### config.mk
export PLATFORM = sky130hd
export DESIGN_NAME = dct_block_sched
export DESIGN_NICKNAME = d
export VERILOG_FILES = /design/src/rtl/dct_block_sched.sv
export SDC_FILE = /design/constraint.sdc
export NUM_CORES = 1
export LEC_CHECK = 0
export BUFFER_PORTS_ARGS = -buffer_cell sky130_fd_sc_hd__buf_4
export CORE_MARGIN = 10
export CORE_UTILIZATION = 45
export CTS_CLUSTER_DIAMETER = 200
export DETAILED_ROUTE_END_ITERATION = 8
export PLACE_DENSITY = 0.69
export SYNTH_ARGS = -nofsm -noshare
export SYNTH_HDL_FRONTEND = slang
export SYNTH_SLANG_ARGS = --single-unit
### constraint.sdc
create_clock -name clk -period 5.1 [get_ports clk]
set_clock_uncertainty 0.15 [all_clocks]
set_input_delay 0.765 -clock clk [delete_from_list [all_inputs] [get_ports clk]]
set_output_delay 0.765 -clock clk [all_outputs]
set_load 0.03 [all_outputs]
### src/rtl/dct_block_sched.sv
// dct_block_sched: frame-level scheduler for the 2-D DCT core.
// Fills a two-bank ping-pong input buffer from the loader stream, launches
// the core on each full bank, and releases the bank when the core reports done.
module dct_block_sched #(
    parameter int BPP    = 8,
    parameter int N      = 8,
    parameter int ADDR_W = 6,
    parameter int BLK_W  = 16
) (
    input  logic              clk,
    input  logic              rst,
    input  logic [BLK_W-1:0]  cfg_blocks,
    input  logic              frame_go,
    output logic              frame_busy,
    output logic              frame_done,
    input  logic              ld_valid,
    input  logic [BPP-1:0]    ld_data,
    output logic              ld_ready,
    output logic              buf_wr_en,
    output logic              buf_wr_bank,
    output logic [ADDR_W-1:0] buf_wr_addr,
    output logic [BPP-1:0]    buf_wr_data,
    output logic              dct_rd_bank,
    output logic              dct_start,
    input  logic              dct_ready,
    input  logic              dct_done,
    output logic [1:0]        bank_full,
    output logic [BLK_W-1:0]  blk_done_cnt,
    output logic              err_spurious_done
);

    localparam logic [ADDR_W-1:0] LAST_ADDR = ADDR_W'(N * N - 1);

    typedef enum logic {F_IDLE, F_RUN} frame_state_t;
    typedef enum logic {D_IDLE, D_WAIT} dct_state_t;

    frame_state_t      frame_q, frame_d;
    dct_state_t        dstate_q, dstate_d;
    logic [BLK_W-1:0]  cfg_q, cfg_d;
    logic [BLK_W-1:0]  loaded_q, loaded_d;
    logic [BLK_W-1:0]  done_q, done_d;
    logic              wr_bank_q, wr_bank_d;
    logic              rd_bank_q, rd_bank_d;
    logic [ADDR_W-1:0] wr_addr_q, wr_addr_d;
    logic [1:0]        bank_full_q, bank_full_d;
    logic              frame_done_q, frame_done_d;
    logic              dct_start_q, dct_start_d;
    logic              err_q, err_d;

    logic              run_c;
    logic              ld_ready_c;
    logic              xfer_c;
    logic              last_c;
    logic              rel_c;
    logic [1:0]        set_mask_c;
    logic [1:0]        clr_mask_c;
    logic [BLK_W-1:0]  done_inc_c;

    // Handshake qualifiers shared by the load and DCT sides.
    always_comb begin
        run_c      = (frame_q == F_RUN);
        ld_ready_c = run_c && !bank_full_q[wr_bank_q] && (loaded_q < cfg_q);
        xfer_c     = ld_valid && ld_ready_c;
        last_c     = xfer_c && (wr_addr_q == LAST_ADDR);
        rel_c      = run_c && (dstate_q == D_WAIT) && dct_done;
        set_mask_c = last_c ? (2'b01 << wr_bank_q) : 2'b00;
        clr_mask_c = rel_c  ? (2'b01 << rd_bank_q) : 2'b00;
        done_inc_c = done_q + BLK_W'(1);
    end

    // Next-state logic for the frame FSM, load pointer and DCT sub-FSM.
    always_comb begin
        frame_d      = frame_q;
        dstate_d     = dstate_q;
        cfg_d        = cfg_q;
        loaded_d     = loaded_q;
        done_d       = done_q;
        wr_bank_d    = wr_bank_q;
        rd_bank_d    = rd_bank_q;
        wr_addr_d    = wr_addr_q;
        frame_done_d = 1'b0;
        dct_start_d  = 1'b0;
        err_d        = err_q;

        // Fill and release touch different banks, so both can apply at once.
        bank_full_d = (bank_full_q & ~clr_mask_c) | set_mask_c;

        if (xfer_c) begin
            wr_addr_d = last_c ? '0 : wr_addr_q + ADDR_W'(1);
        end
        if (last_c) begin
            wr_bank_d = ~wr_bank_q;
            loaded_d  = loaded_q + BLK_W'(1);
        end

        case (dstate_q)
            D_IDLE: begin
                if (run_c && bank_full_q[rd_bank_q] && dct_ready) begin
                    dct_start_d = 1'b1;
                    dstate_d    = D_WAIT;
                end
            end
            D_WAIT: begin
                if (rel_c) begin
                    rd_bank_d = ~rd_bank_q;
                    done_d    = done_inc_c;
                    dstate_d  = D_IDLE;
                    if (done_inc_c == cfg_q) begin
                        frame_done_d = 1'b1;
                        frame_d      = F_IDLE;
                    end
                end
            end
            default: dstate_d = D_IDLE;
        endcase

        // A done that does not close an outstanding start is only flagged.
        if (dct_done && !rel_c) begin
            err_d = 1'b1;
        end

        // Frame start; nothing else is active while idle, so overrides are safe.
        if ((frame_q == F_IDLE) && frame_go) begin
            cfg_d     = cfg_blocks;
            loaded_d  = '0;
            done_d    = '0;
            wr_addr_d = '0;
            if (cfg_blocks == '0) begin
                frame_done_d = 1'b1;
            end else begin
                frame_d = F_RUN;
            end
        end
    end

    // State registers with asynchronous reset; a mid-frame reset discards partial loads.
    always_ff @(posedge clk or posedge rst) begin
        if (rst) begin
            frame_q      <= F_IDLE;
            dstate_q     <= D_IDLE;
            cfg_q        <= '0;
            loaded_q     <= '0;
            done_q       <= '0;
            wr_bank_q    <= 1'b0;
            rd_bank_q    <= 1'b0;
            wr_addr_q    <= '0;
            bank_full_q  <= 2'b00;
            frame_done_q <= 1'b0;
            dct_start_q  <= 1'b0;
            err_q        <= 1'b0;
        end else begin
            frame_q      <= frame_d;
            dstate_q     <= dstate_d;
            cfg_q        <= cfg_d;
            loaded_q     <= loaded_d;
            done_q       <= done_d;
            wr_bank_q    <= wr_bank_d;
            rd_bank_q    <= rd_bank_d;
            wr_addr_q    <= wr_addr_d;
            bank_full_q  <= bank_full_d;
            frame_done_q <= frame_done_d;
            dct_start_q  <= dct_start_d;
            err_q        <= err_d;
        end
    end

    assign frame_busy        = run_c;
    assign frame_done        = frame_done_q;
    assign ld_ready          = ld_ready_c;
    assign buf_wr_en         = xfer_c;
    assign buf_wr_bank       = wr_bank_q;
    assign buf_wr_addr       = wr_addr_q;
    assign buf_wr_data       = xfer_c ? ld_data : '0;
    assign dct_rd_bank       = rd_bank_q;
    assign dct_start         = dct_start_q;
    assign bank_full         = bank_full_q;
    assign blk_done_cnt      = done_q;
    assign err_spurious_done = err_q;

endmodule

; Word level (Yosys, flattened, before mapping)
; Index checks and enable logic that the tools add are counted.
[word_totals]
output_inout_bits = 40
ramBits = 0
mem_bits_ro = 0
latchBits = 0
word_cells = 77
input_bits = 30
regBits = 63
memories = 0
[op_classes]
n_mux = 29
bitwise = 7
eq_ne = 2
reduce_logical = 19
n_mul = 0
add_sub_neg = 3
n_shift = 2
magnitude_cmp = 3
div_mod_pow = 0
[op_table]
columns = cell, n
row1 = $mux W16, 5
row2 = $add A16 B1 Y16 const B, 2
row3 = $mux W6, 3
row4 = $mux W1, 17
row5 = $eq A16 B16 Y1, 1
row6 = $logic_not A16 Y1, 1
row7 = $lt A16 B16 Y1, 1
row8 = $logic_and A1 B1 Y1, 10
row9 = $mux W8, 1
row10 = $reduce_bool A2 Y1, 4
row11 = $add A6 B1 Y6 const B, 1
row12 = $eq A6 B6 Y1 const B, 1
row13 = $lt A1 B2 Y1 const B, 2
row14 = $mux W2, 2
row15 = $not A1 Y1, 4
row16 = $reduce_and A2 Y1, 2
row17 = $shl A1 B1 Y2 const A, 2
row18 = $and A2 B2 Y2, 1
row19 = $logic_not A1 Y1, 2
row20 = $not A2 Y2, 1
row21 = $or A2 B2 Y2, 1
row22 = $pmux W1 S2, 1

; Logic depth before layout (Yosys ltp)
[logic_depth]
word_depth = 10
depth_mapped = 11
depth_no_buf = 9

; Worst setup path before layout
; Ideal clock, no wire load.
[synth_path]
path_type = reg-to-output
from = register cfg_q[6]
to = output port buf_wr_data[0]
arrival_time_ns = 2.654
path_stages_with_launch = 9
path_buffers = 1
t_required_ns = 4.185
setup_slack_ns = 1.531
path_cell_list = dfrtp_1 > inv_1 > ha_1 > a21o_1 > a221o_1 > a31o_1 > a21oi_1 > clkbuf_1 > and2_1
[synth_between]
elab_chain_len = 4
[synth_rtl]
columns = item, line
row1 = start: declaration, 39  ; logic [BLK_W-1:0] cfg_q, cfg_d;
row2 = start signal: assignment, 154  ; cfg_q <= cfg_d;
row3 = $lt A16 B16 Y1, 62  ; ld_ready_c = run_c && !bank_full_q[wr_bank_q] && (loaded_q < cfg_q);
row4 = $logic_and A1 B1 Y1, 62
row5 = $logic_and A1 B1 Y1, 63  ; xfer_c = ld_valid && ld_ready_c;
row6 = net buf_wr_en, 19  ; output logic buf_wr_en,
row7 = $mux W8, 173  ; assign buf_wr_data = xfer_c ? ld_data : '0;
row8 = end: declaration, 22  ; output logic [BPP-1:0] buf_wr_data,
; The timed path passes the listed nets, and every way through them passes these cells.

; Worst setup path in the final report
[layout_path]
from = register loaded_q[6]
to = output port buf_wr_data[3]
[layout_between]
elab_chain_len = 4
[layout_rtl]
columns = item, line
row1 = start: declaration, 40  ; logic [BLK_W-1:0] loaded_q, loaded_d;
row2 = start signal: assignment, 155  ; loaded_q <= loaded_d;
row3 = $lt A16 B16 Y1, 62
row4 = $logic_and A1 B1 Y1, 62
row5 = $logic_and A1 B1 Y1, 63
row6 = $mux W8, 173
; Every way passes these cells.

==> impl_results.md <==
* Status: completed
* Starting Density at 0.459
* Min-Delay Path Class: register to register
* Final Cell Area at 4560 um2
* Most frequent cells in the layout: 72 x buf_4, 63 x dfrtp_1, 54 x nand2_1
* CP required at approximately 4.2 ns
* HPWL Detailed at 7410 um
* DRT met1 WL at 4280 um
* Top Layer Used: met4
* Routability cong. at 0.887
* Residual DRC at 0
* Post-layout util at 0.560
* IO Pins at 70
* Post-Syn Instances at ~420
* Commonest non-fill, non-tap cell in the layout: buf_4
* Via count at 3385
* CP Max Fanout at 18
* Leak pwr at 2.10 nW
* Largest net degree at the start of global routing at 64
* PortBufs at 69
* Post-synth net total at between 400 and 500
* GRT Residual Overflow at 0
* Dominant synthesized flop cell: dfrtp_1
* Fin. max-slew vios at 0
* Max cap viols at 0
* Fin. Hold Viols at 0
* Worst vdd ir at between 0.2 and 0.3 mV
* Met3 WL at 529 um
* Cells on worst reg2reg path at 7
* Worst Setup End Kind: output pin
* Global-route wire length before repair at 16500 um
* EDFF count, synth at 0
* # Post-CTS Setup Buffers at 0
* Total core area at approximately 8000 um2
* Min Hold Slack at roughly 0.32 ns
* Register bit total from synthesis at 63
* Hold Path Cell Cnt at 1
* Post-synth ARST share at 1.00
* Antenna cells at 0
* Worst skew pair latency at 0.34 ns
* Power per Cell Area at 317 nW/um2
* Placed instance count at 579
* Register area share after synthesis at 0.422
* Vias per cell at between 5 and 6
* Area grow syn2layout at 22.0%
* Post-synthesis cell type count at between 40 and 50
* Endpoints failing setup at 0
* Die W at between 100 and 150 um
* Drt pass-1 iters at 4
* WL/cell at 16.7 um
* Worst-Margin Slew at about 0.94 ns
* Share of cells above drive strength 1 at 0.200
* Final cell count without fillers at ~600
* GRT Overall Usage at 0.157
* CTS resizes at 0
* CTS tree: built
* CTS H-Tree Depth at 3
* Initial antenna violation count at 0
* CTS sink count at 63
* Hold_buf cts at 0
* Final TNS setup at 0 ns
* Routed Antenna Nets at 0
* Routed wire length on met2 at 4960 um
* CTS clk-pin slew, worst paths at 0.07 ns
* Slew HR at 0.372
* Area of placed instances at approximately 4300 um2
* Highest Clock Rate at 0.292 GHz
* Clk root buf: clkbuf_8
* Longest Clk Path Bufs at 2
* Synthesized cell area at 3730 um2
* Initial DRC Count at 164
* Fin nets at 533
* Vias in the first global route at roughly 3.4k
* Cell Rows at 33
* Cts bufs inserted at 9
* DIE HEIGHT at 111 um
* Clock period minus worst slack at 3.43 ns
* CP Data Arrival Time at between 2 and 3 ns
* Worst Path Class, Setup: register to output pin
* Total Die Area at ~12000 um2
* Period utilisation layout at 0.673
* CP Launch Type: register
* RSZ-0062 raised after global routing: false
* Yosys warns at 0
* Syn_area_per_cell at around 8.9 um2
* Drt total wl at 9910 um
kinds of logic after synthesis:
group | Yosys count | share of synthesized area
multiplexers | 6 | 0.0161
adder cells (fa/ha/maj) | 18 | 0.0603
XOR/XNOR | 31 | 0.0727
AND/OR/NAND/NOR | 161 | 0.226
flip-flops | 63 | 0.422
buffers and inverters | 36 | 0.0365
AO/OA/AOI/OAI | 103 | 0.167
path summary, 6_finish.rpt:
check                      slack [ns]              start           endpoint
max                              1.67        loaded_q[6]     buf_wr_data[3]
min                              0.32  err_spurious_done  err_spurious_done
max reg2reg                      2.15         frame_busy         frame_busy
min reg2reg                      0.32  err_spurious_done  err_spurious_done
max in group asynchronous        3.75                rst     buf_wr_addr[3]
min in group asynchronous        0.48                rst        loaded_q[5]
Yosys cell counts (all sizes together), types with 2 or more instances:
master | instances | share of area
a21o | 6 | 0.012
a21oi | 24 | 0.032
a22o | 3 | 0.0070
a31oi | 2 | 0.0074
and2 | 9 | 0.015
and3 | 10 | 0.017
and4 | 2 | 0.0047
buf | 2 | 0.0023
clkbuf | 14 | 0.014
dfrtp | 63 | 0.42
ha | 18 | 0.060
inv | 20 | 0.020
mux2i | 6 | 0.016
nand2 | 54 | 0.054
nand2b | 3 | 0.0050
nand3 | 26 | 0.040
nand4 | 9 | 0.015
nor2 | 19 | 0.020
nor2b | 3 | 0.0050
nor3 | 6 | 0.0094
nor4 | 7 | 0.017
o211ai | 2 | 0.0040
o21ai | 49 | 0.066
o31ai | 5 | 0.010
o41ai | 2 | 0.0047
or3 | 7 | 0.012
or4 | 5 | 0.010
xnor2 | 22 | 0.052
xor2 | 9 | 0.021
worst max-delay path: stages, from the launching register on:
cell	delay [ns]
dfrtp_1	0.43
ha_1	0.31
a21o_1	0.18
a221o_1	0.33
a31o_1	0.24
a21oi_1	0.14
buf_4	0.22
and2_1	0.15
buf_4	0.16
through the flow:
step	setup slack (ns)	power, W
5_1_grt	1.53	0.00152
3_5_place_dp	1.91	0.000990
6_report	1.67	0.00144
3_3_place_gp	1.96	0.000974
2_1_floorplan	1.53	0.000865
4_1_cts	1.66	0.00145
sequential cells by signal, indices dropped and copies added (netlist names):
register,count
dct_rd_bank,1
frame_busy,1
cfg_q,16
err_spurious_done,1
frame_done,1
buf_wr_addr,6
buf_wr_bank,1
loaded_q,16
dstate_q,1
dct_start,1
blk_done_cnt,16
bank_full,2
where the power goes:
part	total (W)	internal, W	leakage (nW)	switching, W
Combinational	0.000359	0.000152	1.16	0.000207
Sequential	0.000620	0.000561	0.838	0.0000592
Clock	0.000464	0.000265	0.109	0.000200
Total	0.00144	0.000977	2.10	0.000465
routing by layer:
metal / GRT usage / up-vias
li1: - / 1627
met1: 0.186 / 1650
met2: 0.271 / 91
met3: 0.0379 / 17
met4: 0.0497 / 0
met5: 0 / -
area by class of cell:
type	count	area, um2
Tap cell	105	131
Inverter	20	75.1
Sequential cell	63	1580
Clock inverter	3	40.0
Multi-Input combinational cell	319	2020
Fill cell	707	3580
Clock buffer	13	169
Timing Repair Buffer	72	541
No activity file was read; power rests on OpenSTA's default activity.
